$ cat src/rtl/core_pkg.sv
// Shared types and encodings for the multicycle RV32I control path:
// FSM states, opcodes, ALU opcodes and datapath select codes.
package core_pkg;

    localparam int STATE_W = 4;

    typedef enum logic [STATE_W-1:0] {
        S_FETCH    = 4'd0,
        S_DECODE   = 4'd1,
        S_MEMADR   = 4'd2,
        S_MEMREAD  = 4'd3,
        S_MEMWB    = 4'd4,
        S_MEMWRITE = 4'd5,
        S_EXEC_R   = 4'd6,
        S_EXEC_I   = 4'd7,
        S_ALUWB    = 4'd8,
        S_BRANCH   = 4'd9,
        S_JAL      = 4'd10,
        S_TRAP     = 4'd11
    } state_e;

    typedef enum logic [1:0] {
        CLS_ADD,
        CLS_SUB,
        CLS_R,
        CLS_I
    } alu_cls_e;

    localparam logic [6:0] OP_LOAD   = 7'b0000011;
    localparam logic [6:0] OP_STORE  = 7'b0100011;
    localparam logic [6:0] OP_R      = 7'b0110011;
    localparam logic [6:0] OP_I      = 7'b0010011;
    localparam logic [6:0] OP_BRANCH = 7'b1100011;
    localparam logic [6:0] OP_JAL    = 7'b1101111;

    localparam logic [2:0] F3_BEQ = 3'b000;
    localparam logic [2:0] F3_BNE = 3'b001;
    localparam logic [2:0] F3_SLL = 3'b001;
    localparam logic [2:0] F3_SR  = 3'b101;
    localparam logic [6:0] F7_ZERO = 7'h00;

    localparam logic [9:0] ALU_ADD  = 10'h000;
    localparam logic [9:0] ALU_SUB  = 10'h100;
    localparam logic [9:0] ALU_SLL  = 10'h001;
    localparam logic [9:0] ALU_SLT  = 10'h002;
    localparam logic [9:0] ALU_SLTU = 10'h003;
    localparam logic [9:0] ALU_XOR  = 10'h004;
    localparam logic [9:0] ALU_SRL  = 10'h005;
    localparam logic [9:0] ALU_SRA  = 10'h105;
    localparam logic [9:0] ALU_OR   = 10'h006;
    localparam logic [9:0] ALU_AND  = 10'h007;

    localparam logic [1:0] SRCA_PC    = 2'b00;
    localparam logic [1:0] SRCA_OLDPC = 2'b01;
    localparam logic [1:0] SRCA_RS1   = 2'b10;
    localparam logic [1:0] SRCB_RS2   = 2'b00;
    localparam logic [1:0] SRCB_IMM   = 2'b01;
    localparam logic [1:0] SRCB_FOUR  = 2'b10;
    localparam logic [1:0] RES_ALUOUT = 2'b00;
    localparam logic [1:0] RES_MEM    = 2'b01;
    localparam logic [1:0] RES_ALU    = 2'b10;

    function automatic logic alu_in_table(input logic [9:0] c);
        logic ok;
        ok = 1'b0;
        case (c)
            ALU_ADD, ALU_SUB, ALU_SLL, ALU_SLT, ALU_SLTU,
            ALU_XOR, ALU_SRL, ALU_SRA, ALU_OR, ALU_AND: ok = 1'b1;
            default: ok = 1'b0;
        endcase
        return ok;
    endfunction

endpackage

$ cat src/rtl/alu_sequencer_fsm_if.sv
// Instruction fields and status in, ALU/datapath controls out.
interface alu_sequencer_fsm_if;
    import core_pkg::*;

    logic [6:0] opcode;
    logic [2:0] funct3;
    logic [6:0] funct7;
    logic       zero;
    logic       mem_ready;
    logic [9:0] alu_ctrl;
    logic [1:0] alu_src_a;
    logic [1:0] alu_src_b;
    logic [1:0] result_src;
    logic       adr_src;
    logic       ir_write;
    logic       pc_write;
    logic       mem_write;
    logic       reg_write;
    logic       illegal;

    modport master (
        input  opcode, funct3, funct7, zero, mem_ready,
        output alu_ctrl, alu_src_a, alu_src_b, result_src,
        output adr_src, ir_write, pc_write, mem_write, reg_write, illegal
    );

    modport slave (
        output opcode, funct3, funct7, zero, mem_ready,
        input  alu_ctrl, alu_src_a, alu_src_b, result_src,
        input  adr_src, ir_write, pc_write, mem_write, reg_write, illegal
    );

endinterface

$ cat src/rtl/alu_op_decoder.sv
// Maps the current ALU usage class and funct fields to the ALU opcode
// and flags encodings the core does not implement.
module alu_op_decoder
    import core_pkg::*;
(
    input  alu_cls_e   cls_i,
    input  logic [2:0] funct3_i,
    input  logic [6:0] funct7_i,
    output logic [9:0] alu_ctrl_o,
    output logic       legal_o
);

    logic [6:0] i_f7;
    logic [6:0] i_chk_f7;

    // Only shifts carry meaning in the I-type upper bits.
    assign i_f7     = (funct3_i == F3_SR) ? funct7_i : F7_ZERO;
    assign i_chk_f7 = (funct3_i == F3_SR || funct3_i == F3_SLL)
                    ? funct7_i : F7_ZERO;

    always_comb begin
        alu_ctrl_o = ALU_ADD;
        legal_o    = 1'b1;
        unique case (cls_i)
            CLS_ADD: alu_ctrl_o = ALU_ADD;
            CLS_SUB: alu_ctrl_o = ALU_SUB;
            CLS_R: begin
                alu_ctrl_o = {funct7_i, funct3_i};
                legal_o    = alu_in_table({funct7_i, funct3_i});
            end
            CLS_I: begin
                alu_ctrl_o = {i_f7, funct3_i};
                legal_o    = alu_in_table({i_chk_f7, funct3_i});
            end
        endcase
    end

endmodule

$ cat src/rtl/alu_sequencer_fsm.sv
// Main control FSM of the multicycle RV32I core: sequences the shared
// ALU and drives all datapath selects and write enables.
module alu_sequencer_fsm
    import core_pkg::*;
(
    input  logic                clk,
    input  logic                reset,
    alu_sequencer_fsm_if.master bus
);

    state_e     state_q, state_d;
    logic       illegal_q, illegal_d;
    alu_cls_e   cls;
    logic       legal;
    logic [9:0] alu_ctrl;
    logic [1:0] src_a, src_b, res_src;
    logic       adr, irw, pcw, mw, rw;

    alu_op_decoder u_dec (
        .cls_i      (cls),
        .funct3_i   (bus.funct3),
        .funct7_i   (bus.funct7),
        .alu_ctrl_o (alu_ctrl),
        .legal_o    (legal)
    );

    always_ff @(posedge clk or posedge reset) begin
        if (reset) begin
            state_q   <= S_FETCH;
            illegal_q <= 1'b0;
        end else begin
            state_q   <= state_d;
            illegal_q <= illegal_d;
        end
    end

    always_comb begin
        state_d = state_q;
        cls     = CLS_ADD;
        src_a   = SRCA_PC;
        src_b   = SRCB_RS2;
        res_src = RES_ALUOUT;
        adr     = 1'b0;
        irw     = 1'b0;
        pcw     = 1'b0;
        mw      = 1'b0;
        rw      = 1'b0;
        case (state_q)
            S_FETCH: begin
                src_b   = SRCB_FOUR;
                res_src = RES_ALU;
                irw     = bus.mem_ready;
                pcw     = bus.mem_ready;
                if (bus.mem_ready) state_d = S_DECODE;
            end
            S_DECODE: begin
                src_a = SRCA_OLDPC;
                src_b = SRCB_IMM;
                case (bus.opcode)
                    OP_LOAD, OP_STORE: state_d = S_MEMADR;
                    OP_R:              state_d = S_EXEC_R;
                    OP_I:              state_d = S_EXEC_I;
                    OP_BRANCH:         state_d = S_BRANCH;
                    OP_JAL:            state_d = S_JAL;
                    default:           state_d = S_TRAP;
                endcase
            end
            S_MEMADR: begin
                src_a   = SRCA_RS1;
                src_b   = SRCB_IMM;
                state_d = (bus.opcode == OP_LOAD) ? S_MEMREAD : S_MEMWRITE;
            end
            S_MEMREAD: begin
                adr = 1'b1;
                if (bus.mem_ready) state_d = S_MEMWB;
            end
            S_MEMWB: begin
                res_src = RES_MEM;
                rw      = 1'b1;
                state_d = S_FETCH;
            end
            S_MEMWRITE: begin
                adr = 1'b1;
                mw  = 1'b1;
                if (bus.mem_ready) state_d = S_FETCH;
            end
            S_EXEC_R: begin
                src_a   = SRCA_RS1;
                cls     = CLS_R;
                state_d = legal ? S_ALUWB : S_TRAP;
            end
            S_EXEC_I: begin
                src_a   = SRCA_RS1;
                src_b   = SRCB_IMM;
                cls     = CLS_I;
                state_d = legal ? S_ALUWB : S_TRAP;
            end
            S_ALUWB: begin
                rw      = 1'b1;
                state_d = S_FETCH;
            end
            S_BRANCH: begin
                src_a = SRCA_RS1;
                cls   = CLS_SUB;
                if (bus.funct3 == F3_BEQ) begin
                    pcw     = bus.zero;
                    state_d = S_FETCH;
                end else if (bus.funct3 == F3_BNE) begin
                    pcw     = ~bus.zero;
                    state_d = S_FETCH;
                end else begin
                    state_d = S_TRAP;
                end
            end
            S_JAL: begin
                src_a   = SRCA_OLDPC;
                src_b   = SRCB_FOUR;
                pcw     = 1'b1;
                state_d = S_ALUWB;
            end
            S_TRAP:  state_d = S_TRAP;
            default: state_d = S_FETCH;
        endcase
    end

    assign illegal_d = illegal_q | (state_d == S_TRAP);

    // Enables are masked so an access is dropped the moment reset rises.
    assign bus.alu_ctrl   = alu_ctrl;
    assign bus.alu_src_a  = src_a;
    assign bus.alu_src_b  = src_b;
    assign bus.result_src = res_src;
    assign bus.adr_src    = adr;
    assign bus.ir_write   = irw & ~reset;
    assign bus.pc_write   = pcw & ~reset;
    assign bus.mem_write  = mw & ~reset;
    assign bus.reg_write  = rw & ~reset;
    assign bus.illegal    = illegal_q & ~reset;

endmodule

$ cat src/flat_wrapper.sv
// flat-port wrapper written by rule: the top's interface ports become plain ports
module alu_sequencer_fsm_flat import core_pkg::*;
  (clk, reset, bus_opcode, bus_funct3, bus_funct7, bus_zero, bus_mem_ready, bus_alu_ctrl, bus_alu_src_a, bus_alu_src_b, bus_result_src, bus_adr_src, bus_ir_write, bus_pc_write, bus_mem_write, bus_reg_write, bus_illegal);
  alu_sequencer_fsm_if bus_i ();
  input  logic clk;
  input  logic reset;
  input wire logic [$bits(bus_i.opcode)-1:0] bus_opcode;
  input wire logic [$bits(bus_i.funct3)-1:0] bus_funct3;
  input wire logic [$bits(bus_i.funct7)-1:0] bus_funct7;
  input wire logic [$bits(bus_i.zero)-1:0] bus_zero;
  input wire logic [$bits(bus_i.mem_ready)-1:0] bus_mem_ready;
  output wire logic [$bits(bus_i.alu_ctrl)-1:0] bus_alu_ctrl;
  output wire logic [$bits(bus_i.alu_src_a)-1:0] bus_alu_src_a;
  output wire logic [$bits(bus_i.alu_src_b)-1:0] bus_alu_src_b;
  output wire logic [$bits(bus_i.result_src)-1:0] bus_result_src;
  output wire logic [$bits(bus_i.adr_src)-1:0] bus_adr_src;
  output wire logic [$bits(bus_i.ir_write)-1:0] bus_ir_write;
  output wire logic [$bits(bus_i.pc_write)-1:0] bus_pc_write;
  output wire logic [$bits(bus_i.mem_write)-1:0] bus_mem_write;
  output wire logic [$bits(bus_i.reg_write)-1:0] bus_reg_write;
  output wire logic [$bits(bus_i.illegal)-1:0] bus_illegal;
  assign bus_i.opcode = bus_opcode;
  assign bus_i.funct3 = bus_funct3;
  assign bus_i.funct7 = bus_funct7;
  assign bus_i.zero = bus_zero;
  assign bus_i.mem_ready = bus_mem_ready;
  assign bus_alu_ctrl = bus_i.alu_ctrl;
  assign bus_alu_src_a = bus_i.alu_src_a;
  assign bus_alu_src_b = bus_i.alu_src_b;
  assign bus_result_src = bus_i.result_src;
  assign bus_adr_src = bus_i.adr_src;
  assign bus_ir_write = bus_i.ir_write;
  assign bus_pc_write = bus_i.pc_write;
  assign bus_mem_write = bus_i.mem_write;
  assign bus_reg_write = bus_i.reg_write;
  assign bus_illegal = bus_i.illegal;
  alu_sequencer_fsm u_core (.clk(clk), .reset(reset), .bus(bus_i));
endmodule
$ cat config.mk
export PLATFORM = sky130hd
export DESIGN_NAME = alu_sequencer_fsm_flat
export DESIGN_NICKNAME = d
export VERILOG_FILES = /design/src/rtl/core_pkg.sv /design/src/rtl/alu_sequencer_fsm_if.sv /design/src/rtl/alu_op_decoder.sv /design/src/rtl/alu_sequencer_fsm.sv /design/src/flat_wrapper.sv
export SDC_FILE = /design/constraint.sdc
export NUM_CORES = 1
export LEC_CHECK = 0
export CORE_AREA = 2 2 48 50
export CTS_CLUSTER_SIZE = 40
export DETAILED_ROUTE_END_ITERATION = 10
export DIE_AREA = 0 0 50 52
export GPL_TIMING_DRIVEN = 0
export HOLD_SLACK_MARGIN = 0.12
export PLACE_DENSITY = 0.76
export SETUP_SLACK_MARGIN = 0.02
export SLEW_MARGIN = 20
export SYNTH_ARGS = -nofsm -noshare
export SYNTH_HDL_FRONTEND = slang
export SYNTH_SLANG_ARGS = --single-unit
$ cat constraint.sdc
create_clock -name clk -period 1.8 [get_ports clk]
set_input_delay 0.36 -clock clk [delete_from_list [all_inputs] [get_ports clk]]
set_output_delay 0.36 -clock clk [all_outputs]
set_load 0.02 [all_outputs]
# Word level (Yosys, flattened, before mapping)
# Index checks and enable logic that the tools add are counted.
# W data, S select, Z words.
# totals
ff_bits,5
latch_bits,0
mem_bits_rw,0
mem_bits_ro,0
input_bits,21
output_inout_bits,22
wordCells,93
mem_count,0
# op_classes
n_addsub,0
mul,0
n_div,0
order_cmp,0
eq_ne,41
n_shift,0
n_mux,26
bitwise,8
n_reduce_logical,16
# op_table
op,n
$eq A10 B3 Y1 const B,8
$eq A10 B2 Y1 const B,4
$eq A10 B9 Y1 const B,4
$pmux W10 S4,1
$pmux W4 S9,1
$eq A10 B1 Y1 const B,2
$eq A4 B4 Y1 const B,5
$logic_not A10 Y1,2
$mux W4,5
$pmux W4 S5,1
$reduce_or A10 Y1,2
$eq A4 B3 Y1 const B,4
$eq A7 B6 Y1 const B,2
$eq A7 B7 Y1 const B,2
$mux W7,2
$pmux W2 S2,3
$reduce_or A2 Y1,6
$eq A4 B2 Y1 const B,2
$mux W1,8
$eq A7 B2 Y1 const B,1
$eq A7 B5 Y1 const B,1
$pmux W2 S3,1
$and A1 B1 Y1,5
$eq A2 B2 Y1 const B,2
other kinds (16),17

# Longest topological paths before layout
# depth
ltp_word,11
depth_mapped,6
mapped_depth_nobuf,5

# By module
# From an unflattened synthesis, not the netlist that was laid out.
# unflattened
hier_cells,109
hier_area_um2,844.6
# modules_own_cells
mod,n_inst,cells_per_inst,area_per_inst_um2,seq_area_each_um2
alu_sequencer_fsm,1,87,699.4,125.1
alu_op_decoder,1,22,145.1,0.0

# Worst setup path after synthesis
# Ideal clock, no wire load.
# synth_path
path_type,register -> output
startpoint,register u_core.state_q[2]
endpoint,output bus_reg_write
arrival_ns,1.456
required_ns,1.440
slack_ns,-0.016
path_stages_with_launch,4
n_path_buf,1
path_cell_list,dfrtp_1 > clkbuf_1 > xnor2_1 > nor4_1
# synth_between
elab_chain_len,4
elab_cells_between_ends,5
cone_classes,eq/ne (2); mux (1); bitwise (1); reduce/logical (1)
# synth_lines
element,line_no,source
"start, declared",alu_sequencer_fsm.sv:11,"state_e state_q, state_d;"
"start signal, assigned",alu_sequencer_fsm.sv:32,state_q <= state_d;
$eq A4 B3 Y1 / $eq A4 B4 Y1 (equally long branches),alu_sequencer_fsm.sv:48,case (state_q)
$reduce_or A2 Y1 (no line) *,--,
$mux W1 *,alu_sequencer_fsm.sv:48,
$and A1 B1 Y1 *,alu_sequencer_fsm.sv:137,assign bus.reg_write = rw & ~reset;
"end, declared",flat_wrapper.sv:20,output wire logic [$bits(bus_i.reg_write)-1:0] bus_reg_write;
# Mark *: on every way between the ends. The rest lies on a longest branch, timed or not.

# Final worst setup path
# layout_path
startpoint,register u_core.state_q[3]
endpoint,output bus_alu_ctrl[6]
# layout_between
elab_chain_len,4
elab_cells_between_ends,9
cone_classes,eq/ne (6); mux (2); reduce/logical (1)
# layout_lines
element,line_no,source
$eq A4 B4 Y1 / $eq A4 B3 Y1 (equally long branches),alu_sequencer_fsm.sv:48,
$pmux W2 S3 *,alu_sequencer_fsm.sv:48,
$eq A2 B2 Y1 (tied with other cells),alu_op_decoder.sv:24,unique case (cls_i)
$pmux W10 S4 *,alu_op_decoder.sv:24,
"end, declared",flat_wrapper.sv:12,output wire logic [$bits(bus_i.alu_ctrl)-1:0] bus_alu_ctrl;
# Marks and branches as above.

==> run summary <==
The most used flip-flop cell after synthesis is sky130_fd_sc_hd__dfrtp_1. The fill cell instance count of the final layout is 169. The number of buffers inserted by port buffering is 42. The setup TNS after final layout is -1.412 ns. The floorplan step defined a die boundary enclosing 2600 um2. The worst register-to-register path ends at u_core.illegal_q.

Leaving out fill and tap cells, the most frequent cells in the layout are sky130_fd_sc_hd__buf_4 (24), sky130_fd_sc_hd__clkdlybuf4s50_1 (13), sky130_fd_sc_hd__nor2_1 (10), sky130_fd_sc_hd__nand2_1 (10), sky130_fd_sc_hd__buf_6 (9). Of the total synthesized cell area, the portion taken by AND, OR, NAND and NOR gates is 45.14%. The core region is 2106 um2. The actual transition at the worst max-transition pin came out at 0.3807 ns.

The flow ran to the end, but the final reports show violations. The worst setup path is launched from a register. The area added between synthesis and finish came out at 96.25%. The die outline height is 52 um. After synthesis the cells add up to 734.5 um2. The summed area of non-filler cells in the final layout is 1441 um2. In this run the register-to-register setup slack is -0.04 ns. Sequential elements use 17.04% of the synthesized area. The number of iterations in the first detailed-routing pass is 4. Clock-pin slew was measured on the worst setup and hold paths at 0.04 ns. Entering global routing, the biggest net connects 11 pins. The mean number of vias per cell came out at 5.510. The post-synthesis adder-cell area fraction came out at 0%. The library cell occupying the most area in the post-synthesis netlist is sky130_fd_sc_hd__dfrtp_1. The most common cell after layout, fill and taps aside is sky130_fd_sc_hd__buf_4. The final setup violation count is 15. The insertion delay of the later-clocked pin in the worst-skew pair is 0.24 ns.

The initial antenna violation count came out at 0. Walking the worst path, the cells encountered are nand2b_4 > or2_4 > a21oi_4 > buf_6 > and2_4 > buf_6. Setup repair after global routing could not meet its margin everywhere.

The placed standard-cell area came out at 1207 um2. The setup slack of the critical path after layout is -0.1763 ns. The minimum period implied by the final worst setup slack came out at 1.976 ns. Power spread over the standard cell area amounts to 1380 nW/um2. The startpoint of the worst setup timing path is u_core.state_q[3].

Yosys attributes the largest share of cell area to sky130_fd_sc_hd__dfrtp_1 (17%), sky130_fd_sc_hd__and2_1 (7.7%), sky130_fd_sc_hd__a21oi_1 (6.8%). Across every metal layer, demand over resource in global routing totals 23.22%. In the synthesized netlist, the number of instances is 113. The proportion of synthesized flip-flops having asynchronous set or reset came out at 100.0%.

The startpoint identified for the worst register-to-register timing path is u_core.state_q[1]. The wire-length estimate of the detail-placed layout is 1.972 mm. The total of flip-flops plus latches after synthesis came out at 5. The net count after synthesis is 134. Summing the areas of all compound-gate instances in the mapped netlist gives 23.68% of the synthesized area. STA puts the critical path data required time at 1.44 ns. The final net count came out at 194. The via count of the first global-routing pass came out at 1085. Based on the critical path, the design can be clocked at up to 0.5060 GHz. The initial standard-cell utilization of the core is 34.88%. The checks that failed: setup timing. The end point of the critical path is bus_alu_ctrl[6].

The xor/xnor share of the synthesized area is 4.770%. Summing over every cut layer, the via total after detailed routing is 1102. The max-slew headroom at the worst pin came out at 74.38%. The number of nets still failing antenna checks after routing is 0. Data on the critical path arrives at its endpoint at 1.62 ns. Yosys mapped the design onto 35 distinct sky130hd cell types. The critical path is of the register to output pin type. Routability-driven placement finished with a final weighted congestion of 0.8414. The number of hold violations in the final report came out at 0. The cell leakage power is 0.6622 nW. The initialized floorplan defines 17 standard-cell rows. The reported max-cap violation count came out at 0.

By area, the combinational part of the netlist is dominated by simple AND/OR/NAND/NOR gates. The final routed wirelength across all metal layers came out at 2.963 mm. The worst path uses 109.8% of the clock period. Measured on the finished design, the core utilization comes to 68.45%. For the worst flop-to-flop path, the logic depth is 7. The mux share of post-synthesis cell area is 1.363%. The DRC marker count from the first detailed-route iteration is 37. The antenna diode instance count is 0.

After clock tree synthesis, the flow added hold-fix buffers numbering 0. The slowest stage of the critical path belongs to the cell sky130_fd_sc_hd__dfrtp_2. The total overflow reported by the global router came out at 0. The average wire per standard cell came out at 14.82 um.

The first global-routing pass estimated 4.726 mm of wire. CTS built an H-tree with a depth of 1. The ratio of cells with drive above 1 in the final layout came out at 43.02%.

STA classifies the critical path endpoint as an output pin. The largest stage delay on the critical path came out at 0.43 ns. The post-route DRC violation count is 0.

In this run, CTS created clock tree buffers numbering 3. The final max-slew violation count is 0. Each instance of the synthesized netlist takes up on average 6.500 um2. TritonCTS built the clock tree. The number of warning messages in the yosys log is 0. Clock tree synthesis selected as its root buffer the cell sky130_fd_sc_hd__clkbuf_4. VDD sags by at most 0.6643 mV. From left edge to right edge, the die measures 50 um. Clock skew on the completed layout was measured at 0.003318 ns. The cell type with the highest occurrence count on the critical path is sky130_fd_sc_hd__buf_6.

Of all nets on the critical path, the largest fanout is 6. The number of enable-type register cells in the synthesized netlist came out at 0. In this run the worst hold path is classified as input pin to async pin. The I/O pin count is 43. The clock net sink count is 5. The maximum root-to-sink buffer count came out at 2. The proportion of netlist area held by the largest area contributor came out at 17.04%.

The final hold slack is 0.1915 ns.
[synth_stat cells (3+ instances only)]
master                      n
sky130_fd_sc_hd__dfrtp_1    5
sky130_fd_sc_hd__nand2b_1   4
sky130_fd_sc_hd__nor4_1     6
sky130_fd_sc_hd__nor3_1     7
sky130_fd_sc_hd__inv_1      7
sky130_fd_sc_hd__a21oi_1   10
sky130_fd_sc_hd__and2_1     9
sky130_fd_sc_hd__nor2_1    12
sky130_fd_sc_hd__nor2b_1    3
sky130_fd_sc_hd__o21ai_0    7
sky130_fd_sc_hd__nand2_1   12
[worst max-delay path, delay by kind of cell (launching register included)]
family / cells / cell delay [ns]
and+or+nand+nor: 3 / 0.51
AOI/OAI and AO/OA: 1 / 0.19
buffers and inverters: 2 / 0.24
DFF: 1 / 0.43
[power breakdown]
part | internal [mW] | total [mW] | switching (mW) | leakage [nW]
clock network | 0.0839 | 0.131 | 0.0474 | 0.0150
registers | 0.158 | 0.197 | 0.0390 | 0.0563
logic | 0.750 | 1.66 | 0.911 | 0.591
[kinds of logic after synthesis]
family	after synthesis
xor+xnor	4
compound gates	28
mux	1
simple gates	62
flops	5
buf+inv	13
[worst min path at each step]
stage / end / cells after the start
finish: u_core.state_q[1] / 2
global route: u_core.illegal_q / 2
CTS: u_core.illegal_q / 2
detailed placement: u_core.illegal_q / 2
global placement: u_core.illegal_q / 2
floorplan: u_core.illegal_q / 1
[state kept, by name, indices dropped and copies added, names as in the netlist]
name	count
u_core.state_q	4
u_core.illegal_q	1
[through the flow]
step,power (mW),worst slack (ns),instances
6_report,1.989,-0.1763,200
5_1_grt,2.115,-0.2388,200
3_3_place_gp,1.424,-0.8015,183
3_5_place_dp,1.448,-0.8295,183
4_1_cts,1.775,-0.1747,197
2_1_floorplan,0.9951,0.07987,113
[repair_timing]
action | in CTS | in global routing
gates resized for setup | 138 | 25
pin swaps | 13 | 3
setup endpoints to repair | 23 | 22
setup buffers | 10 | 3
[final cells by class]
cell class	count	area [um2]	share of cell area, %
Buffer	6	60.06	4.167
Clock buffer	4	26.28	1.823
Inverter	7	26.28	1.823
Multi-Input combinational cell	95	685.7	47.57
Sequential cell	5	127.6	8.854
Tap cell	28	35.03	2.431
Timing Repair Buffer	55	480.5	33.33
[per-layer routing]
| metal | up-vias | global-route usage [%] | share of wire [%] |
|---|---|---|---|
| li1 | 519 | - | - |
| met1 | 513 | 24.91 | 38 |
| met2 | 61 | 43.64 | 53 |
| met3 | 9 | 4.598 | 5.6 |
| met4 | 0 | 10.19 | 2.6 |
| met5 | - | 0 | 0 |
Note: power is estimated with default switching activity, not from simulation.
